===== config.mk =====
export PLATFORM = sky130hd
export DESIGN_NAME = ubcd_scan_controller
export DESIGN_NICKNAME = d
export VERILOG_FILES = /design/src/rtl/ubcd_scan_pkg.sv /design/src/rtl/ubcd_scan_timer.sv /design/src/rtl/ubcd_scan_controller.sv
export SDC_FILE = /design/constraint.sdc
export NUM_CORES = 1
export LEC_CHECK = 0
export ABC_AREA = 1
export CAP_MARGIN = 20
export CORE_MARGIN = 5
export CORE_UTILIZATION = 60
export DETAILED_ROUTE_END_ITERATION = 8
export PLACE_DENSITY = 0.82
export SLEW_MARGIN = 20
export SYNTH_ARGS = -nofsm -noshare
export SYNTH_HDL_FRONTEND = slang
export SYNTH_SLANG_ARGS = --single-unit

===== constraint.sdc =====
create_clock -name CLK -period 6.8 [get_ports CLK]
set_input_delay 1.36 -clock CLK [delete_from_list [all_inputs] [get_ports CLK]]
set_output_delay 1.36 -clock CLK [all_outputs]
set_load 0.02 [all_outputs]

===== src/rtl/ubcd_scan_pkg.sv =====
// Shared types and constants for the BCD/ASCII digit scan controller.
// Latency: n/a (definitions only).
// Backpressure: n/a.
package ubcd_scan_pkg;

  // Scan FSM states.
  typedef enum logic [1:0] {
    ST_IDLE  = 2'd0,
    ST_BLANK = 2'd1,
    ST_SHOW  = 2'd2
  } state_t;

  // Bit positions in the decoder input bus DEC_D (bit i drives decoder Di).
  localparam int BIT_A   = 0;
  localparam int BIT_D   = 1;
  localparam int BIT_RBI = 2;
  localparam int BIT_BI  = 3;
  localparam int BIT_LT  = 4;
  localparam int BIT_C   = 5;
  localparam int BIT_B   = 6;

  // Idle/reset decoder drive: RBI and LT inactive (high), BI active (low), code 0.
  localparam logic [6:0] DEC_D_RST = 7'b0010100;

  // BCD decoder drive for one digit with BI asserted (blank phase).
  // BI is released separately when the digit enters its SHOW phase.
  function automatic logic [6:0] bcd_pattern(input logic [3:0] code,
                                             input logic       rbi_n,
                                             input logic       lt_n);
    logic [6:0] d;
    d          = '0;
    d[BIT_A]   = code[0];
    d[BIT_B]   = code[1];
    d[BIT_C]   = code[2];
    d[BIT_D]   = code[3];
    d[BIT_RBI] = rbi_n;
    d[BIT_BI]  = 1'b0;
    d[BIT_LT]  = lt_n;
    return d;
  endfunction

endpackage


===== src/rtl/ubcd_scan_timer.sv =====
// Slot cycle counter: counts 0..PRESCALE-1 while the scan runs, held at 0 otherwise.
// Latency: strobes are decoded from the registered count (valid in the same cycle).
// Backpressure: none; free-running while run is high.
//
// Ports:
//   CLK, nRESET  - clock, asynchronous active-low reset
//   run          - high while a digit slot is active; low clears the count
//   blank_done   - high in the last cycle of the blank gap
//   slot_done    - high in the last cycle of the slot
module ubcd_scan_timer #(
  parameter int PRESCALE     = 1024,
  parameter int BLANK_CYCLES = 16
) (
  input  logic CLK,
  input  logic nRESET,
  input  logic run,
  output logic blank_done,
  output logic slot_done
);

  localparam int CW = $clog2(PRESCALE);
  localparam logic [CW-1:0] BLANK_LAST = CW'(BLANK_CYCLES - 1);
  localparam logic [CW-1:0] SLOT_LAST  = CW'(PRESCALE - 1);

  logic [CW-1:0] cnt;

  // The count is 0 in the first cycle of every slot: it is held at 0 while
  // idle and wraps to 0 on the edge that starts the next slot.
  always_ff @(posedge CLK or negedge nRESET) begin
    if (!nRESET) begin
      cnt <= '0;
    end else if (!run || cnt == SLOT_LAST) begin
      cnt <= '0;
    end else begin
      cnt <= cnt + 1'b1;
    end
  end

  assign blank_done = (cnt == BLANK_LAST);
  assign slot_done  = (cnt == SLOT_LAST);

endmodule


===== src/rtl/ubcd_scan_controller.sv =====
// Time-multiplexed scan of DIGITS digit registers through one shared BCD/ASCII decoder.
// Latency: one slot of PRESCALE cycles per digit (BLANK_CYCLES gap + SHOW), MSD first.
// Backpressure: none; host writes are always accepted and never stall the scan.
//
// Ports:
//   CLK, nRESET      - clock, asynchronous active-low reset
//   SCAN_EN          - run the scan; low returns to IDLE on the next edge
//   LZS, LT          - leading-zero suppression enable, lamp test
//   WE/WADDR/WDATA   - digit register write port ([7]=ASCII mode, [6:0]=code)
//   DEC_RBO          - decoder ripple-blank output (active low), sampled at end of SHOW
//   DEC_D, DEC_ASCII - shared decoder inputs
//   DIG_EN           - one-hot digit enable, high only during SHOW
//   FRAME            - one-cycle pulse after digit 0 finishes
module ubcd_scan_controller
  import ubcd_scan_pkg::*;
#(
  parameter int DIGITS       = 8,
  parameter int PRESCALE     = 1024,
  parameter int BLANK_CYCLES = 16
) (
  input  logic                      CLK,
  input  logic                      nRESET,
  input  logic                      SCAN_EN,
  input  logic                      LZS,
  input  logic                      LT,
  input  logic                      WE,
  input  logic [$clog2(DIGITS)-1:0] WADDR,
  input  logic [7:0]                WDATA,
  input  logic                      DEC_RBO,
  output logic [6:0]                DEC_D,
  output logic                      DEC_ASCII,
  output logic [DIGITS-1:0]         DIG_EN,
  output logic                      FRAME
);

  localparam int IW = $clog2(DIGITS);
  localparam logic [IW-1:0]     IDX_TOP   = IW'(DIGITS - 1);
  localparam logic [IW:0]       DIGITS_W  = (IW + 1)'(DIGITS);
  localparam logic [DIGITS-1:0] ONE_HOT_0 = DIGITS'(1);

  state_t        state;
  logic [IW-1:0] idx;
  logic          rb_chain;

  logic [7:0]    regs [DIGITS];

  logic          blank_done;
  logic          slot_done;
  logic          run;

  logic          load_slot;
  logic [IW-1:0] next_idx;
  logic          next_rb;
  logic [7:0]    slot_data;
  logic [6:0]    pres_d;
  logic          pres_ascii;

  // ------------------------------------------------------------------
  // Digit register file
  // ------------------------------------------------------------------
  always_ff @(posedge CLK or negedge nRESET) begin
    if (!nRESET) begin
      for (int i = 0; i < DIGITS; i++) begin
        regs[i] <= '0;
      end
    end else if (WE && ({1'b0, WADDR} < DIGITS_W)) begin
      regs[WADDR] <= WDATA;
    end
  end

  // ------------------------------------------------------------------
  // Slot timer
  // ------------------------------------------------------------------
  assign run = SCAN_EN && (state != ST_IDLE);

  ubcd_scan_timer #(
    .PRESCALE     (PRESCALE),
    .BLANK_CYCLES (BLANK_CYCLES)
  ) u_timer (
    .CLK        (CLK),
    .nRESET     (nRESET),
    .run        (run),
    .blank_done (blank_done),
    .slot_done  (slot_done)
  );

  // ------------------------------------------------------------------
  // Next-slot selection and presentation
  // ------------------------------------------------------------------
  // load_slot marks an edge that enters BLANK for a new digit. The digit
  // index and ripple-blank state for that digit are computed here so the
  // decoder inputs can be registered on the same edge.
  always_comb begin
    load_slot = 1'b0;
    next_idx  = idx;
    next_rb   = rb_chain;
    if (SCAN_EN) begin
      case (state)
        ST_IDLE: begin
          load_slot = 1'b1;
          next_idx  = IDX_TOP;
          next_rb   = LZS;
        end
        ST_SHOW: begin
          if (slot_done) begin
            load_slot = 1'b1;
            if (idx == '0) begin
              next_idx = IDX_TOP;
              next_rb  = LZS;
            end else begin
              next_idx = idx - 1'b1;
              // An ASCII digit always breaks the suppression chain; a BCD
              // digit continues it only if the decoder actually blanked it.
              next_rb  = DEC_ASCII ? 1'b0 : ~DEC_RBO;
            end
          end
        end
        default: ;
      endcase
    end
  end

  // Write-first: a write to the digit being loaded on this edge is what
  // gets presented.
  always_comb begin
    slot_data = regs[next_idx];
    if (WE && (WADDR == next_idx)) begin
      slot_data = WDATA;
    end
  end

  // Lamp test overrides ASCII mode so every segment is forced through the
  // BCD path. The least significant digit is never suppressed.
  always_comb begin
    pres_ascii = 1'b0;
    pres_d     = DEC_D_RST;
    if (slot_data[7] && !LT) begin
      pres_ascii = 1'b1;
      pres_d     = slot_data[6:0];
    end else begin
      pres_d = bcd_pattern(slot_data[3:0],
                           (next_idx == '0) ? 1'b1 : ~next_rb,
                           ~LT);
    end
  end

  // ------------------------------------------------------------------
  // Scan FSM with registered outputs
  // ------------------------------------------------------------------
  always_ff @(posedge CLK or negedge nRESET) begin
    if (!nRESET) begin
      state     <= ST_IDLE;
      idx       <= IDX_TOP;
      rb_chain  <= 1'b0;
      DEC_D     <= DEC_D_RST;
      DEC_ASCII <= 1'b0;
      DIG_EN    <= '0;
      FRAME     <= 1'b0;
    end else begin
      FRAME <= 1'b0;
      if (!SCAN_EN) begin
        state     <= ST_IDLE;
        idx       <= IDX_TOP;
        rb_chain  <= 1'b0;
        DEC_D     <= DEC_D_RST;
        DEC_ASCII <= 1'b0;
        DIG_EN    <= '0;
      end else if (load_slot) begin
        // Decoder inputs change only here, so they settle during the gap.
        state     <= ST_BLANK;
        idx       <= next_idx;
        rb_chain  <= next_rb;
        DEC_D     <= pres_d;
        DEC_ASCII <= pres_ascii;
        DIG_EN    <= '0;
        FRAME     <= (state == ST_SHOW) && (idx == '0);
      end else if (state == ST_BLANK && blank_done) begin
        state <= ST_SHOW;
        // BI is only meaningful on the BCD path; in ASCII mode bit 3 is code.
        if (!DEC_ASCII) begin
          DEC_D[BIT_BI] <= 1'b1;
        end
        DIG_EN <= ONE_HOT_0 << idx;
      end
    end
  end

endmodule

==> key figures <==
Power and ir drop
  • VDD IR max: roughly 0.00015 V
  • Power Density: roughly 240 nW/um^2
  • Leakage: 2.72 nW

Worst setup path
  • R2r setup slk: ~3.4 ns
  • Element type at the critical path end: flop
  • Data required time of the critical path: around 7.1 ns
  • Crit-path max cell delay: 0.68 ns
  • Critical path class: input pin to flop
  • Critical path's most frequent cell: nand2_1
  • Critical path's slowest cell: clkdlybuf4s50_1
  • R2R depth: 15
  • Worst-path cell chain: clkdlybuf4s50_1 -> nand2_2 -> nor2_2 -> nand2_1 -> o21bai_4 -> nand2_4 -> nand2_1 -> nand2_1 -> nor2_4 -> nand3_2 -> nand2_1 -> nand3_1 -> nor2_1 -> nor2_1 -> nor2_1
  • Crit-path leading delay family: simple AND/OR/NAND/NOR gates
  • CP max FO: 37
  • Critical register-to-register path startpoint: idx[0]
  • CP arrival: roughly 4.6 ns
  • Reg2reg end: DEC_D[3]
  • Critical path buffer and inverter count: 1
  • Type of origin of the critical path: input pin

CTS
  • Cts bufs inserted: 9
  • CTS tree: done
  • CTS clk-pin slew, worst paths: around 0.09 ns
  • CTS sink cnt: between 90 and 100
  • Worst-Skew Late Latency: 0.37 ns
  • CTS Hold Bufs: 0
  • Post-CTS sizing: 0
  • Setup bufs post-CTS: 0
  • Clock root cell: clkbuf_8
  • H-Tree Depth: 3
  • CTS Buffer Depth: 2

Placement
  • Final HPWL DP: around 8600 microns
  • Pre-CTS setup slack: around 2.2 ns
  • Routability Congestion: 0.896
  • Buffers on Ports: 34

STA
  • RSZ-0062 raised after global routing: no
  • Setup total negative slack: 0 ns
  • Post-Route Skew: 0.0103 ns
  • Max Slew Vio Count: 0
  • Slew @ Worst Pin: between 0.7 and 0.8 ns
  • Period minus WS final: 4.32 ns
  • Final worst-path cycle share: 0.635
  • Slew HR: 0.523
  • Hold Fails Final Rpt: 0
  • Final worst slack: roughly 2.5 ns
  • Hold_ws: roughly 0.46 ns
  • Setup-failing EPs final: 0
  • F_max: ~230 MHz

Synth
  • Synthesis warning total: 0
  • Syn_nets: 654
  • Post-Syn Area per Cell: roughly 8 sq um
  • Post-Syn Instances: 630
  • Synth Register Bits: 97
  • Seq/Total Area, Yosys: 0.492
  • Largest family of logic cells by synthesized area: simple AND/OR/NAND/NOR gates
  • Synth Cell Area: roughly 5000 sq um
  • Adder-cell share of the synthesized area: 0.0152
  • Distinct cell type count after synthesis: 35
  • XOR/XNOR share of the synthesized area: 0
  • Post-synthesis compound-gate area fraction: 0.103
  • Simple-gate share of the synthesized area: 0.312
  • Mux contribution to synthesized area: 0.00228

Floorplanning
  • FP Rows: 33
  • Core Region: 8130 sq um
  • Die Y: around 100 microns
  • Die ar.: slightly above 10000 sq um
  • Chip Width: roughly 100 microns
  • IO Pins: 35
  • Initial Util: 0.608

Layout
  • Area growth syn-to-layout: 12.3%
  • Nets: 680
  • Fin util: 0.683
  • Layout cells sized above 1: 0.0620
  • N_diodes: 0

Routing
  • Detailed Routing Iterations Pass 1: 5
  • Post-route DRC: 0
  • Routed WL per cell: roughly 16 microns
  • Routed wire length: 12300 microns
  • Drt via density: 5.77
  • Via count: ~4400
  • 1st-iter DRT viols: about 430
  • Detail Route Antenna Nets: 0

Global routing
  • Global route overflow: 0
  • Initial antenna violation count: 0
  • Largest net degree at the start of global routing: approximately 60
  • First-pass GRT wire length: 20500 microns
  • Via count of the first global-routing pass: 4247
  • GR Util All Layers: 0.258

Outcome
  • Status: finished clean

Hold path
  • Hold depth: 1
  • Sink of the worst hold path: u_timer.cnt[0]
  • HP Class: flop to flop
  • Hold Path Origin: u_timer.cnt[0]

Run
  • Max Cap Violations: 0
==> per-stage QoR <==
stage | instance area [sq um] | total power [mW] | std cells
after floorplan | 4950 | 0.851 | 630
after global placement | 5330 | 0.924 | 750
after detailed placement | 5330 | 0.936 | 750
after CTS | 5560 | 1.36 | 766
after global routing | 5560 | 1.43 | 766
final | 5560 | 1.35 | 766
==> placed cells by master (no fill, tap or decap), types with 5 or more instances in the layout <==
master	synthesis	layout
nor2_1	30	30
nand3_1	72	72
nand2_1	181	181
clkbuf_8	0	10
inv_1	71	71
nor3_1	5	5
nand3b_1	17	17
a21oi_1	9	9
o21ai_0	77	77
ha_1	6	6
nand2_2	5	5
dfstp_2	5	5
clkdlybuf4s50_1	0	33
dfrtp_1	92	92
nand4_1	11	11
==> cells by family (layout without fill, tap and decap cells) <==
family	count (synthesis)	after routing
compound gates	95	95
fa+ha+maj	6	6
flops	97	97
buf+inv	94	125
mux	1	1
simple gates	337	337
==> area by class of cell <==
class / instances / area (sq um)
well taps: 105 / 131
flip-flops and latches: 97 / 2430
clock inverters: 5 / 86.3
repair buffers: 36 / 353
multi-input cells: 439 / 2140
inverters: 73 / 274
fillers: 681 / 2580
clock buffers: 11 / 141
==> cells in the mapped netlist <==
library cell | n | share of area
and3_1 | 1 | 0.0013
o21bai_1 | 1 | 0.0015
nand2_1 | 181 | 0.14
nand3_4 | 1 | 0.0035
nor2_2 | 2 | 0.0025
inv_1 | 71 | 0.054
buf_6 | 1 | 0.0023
nor3_1 | 5 | 0.0051
o21a_1 | 1 | 0.0015
nor3b_1 | 3 | 0.0046
nand3_2 | 2 | 0.0040
nand3b_1 | 17 | 0.026
dfrtp_1 | 92 | 0.47
dfstp_2 | 5 | 0.027
mux2_2 | 1 | 0.0023
o221ai_1 | 1 | 0.0018
clkbuf_1 | 10 | 0.0076
nor4_1 | 3 | 0.0038
or2_2 | 1 | 0.0013
buf_4 | 1 | 0.0015
nand3_1 | 72 | 0.073
nand2_4 | 1 | 0.0023
o31ai_1 | 1 | 0.0015
a31oi_1 | 1 | 0.0013
nand2_2 | 5 | 0.0063
buf_2 | 9 | 0.0091
ha_1 | 6 | 0.015
inv_2 | 2 | 0.0015
o21bai_4 | 1 | 0.0038
nor2_4 | 2 | 0.0046
nand4_1 | 11 | 0.014
o211ai_1 | 3 | 0.0046
a21oi_1 | 9 | 0.0091
o21ai_0 | 77 | 0.078
nor2_1 | 30 | 0.023
==> metal layers <==
| metal | GRT usage | up-vias | part of all wire |
|---|---|---|---|
| met5 | 0 | - | 0 |
| met4 | 0.107 | 0 | 0.028 |
| met3 | 0.0443 | 38 | 0.075 |
| met2 | 0.424 | 203 | 0.49 |
| met1 | 0.340 | 2085 | 0.41 |
| li1 | - | 2097 | - |
==> how the worst max path moves through the flow <==
stage,startpoint,endpoint,cells past startpoint
6_report,SCAN_EN,DEC_D[3],15
5_1_grt,SCAN_EN,DEC_D[3],15
4_1_cts,SCAN_EN,DEC_D[3],15
3_5_place_dp,SCAN_EN,DEC_D[3],15
3_3_place_gp,SCAN_EN,DEC_D[3],15
2_1_floorplan,SCAN_EN,DEC_D[5],17
==> flip-flops by register name, summed over array words and instances, names as in the netlist <==
| register | count |
|---|---|
| idx | 3 |
| regs | 64 |
| u_timer.cnt | 10 |
| DEC_D | 7 |
| DIG_EN | 8 |
| DEC_ASCII | 1 |
| state | 2 |
| rb_chain | 1 |
| FRAME | 1 |
==> power by group <==
part / switching [mW] / total (mW) / internal (mW)
clock: 0.206 / 0.426 / 0.220
combinational: 0.135 / 0.226 / 0.0910
sequential: 0.0442 / 0.702 / 0.658
total: 0.385 / 1.35 / 0.969
==> worst register-to-register path, cell delays in order, from the launching register on <==
cell and delay [ns]:
dfstp_2 0.57, inv_1 0.11, ha_1 0.23, nand2_1 0.19, nand2_1 0.12, o21bai_4 0.51
nand2_4 0.38, nand2_1 0.16, nand2_1 0.09, nor2_4 0.17, nand3_2 0.23, nand2_1 0.17
nand3_1 0.15, nor2_1 0.13, nor2_1 0.05, nor2_1 0.09
No activity file was read; power rests on OpenSTA's default activity.
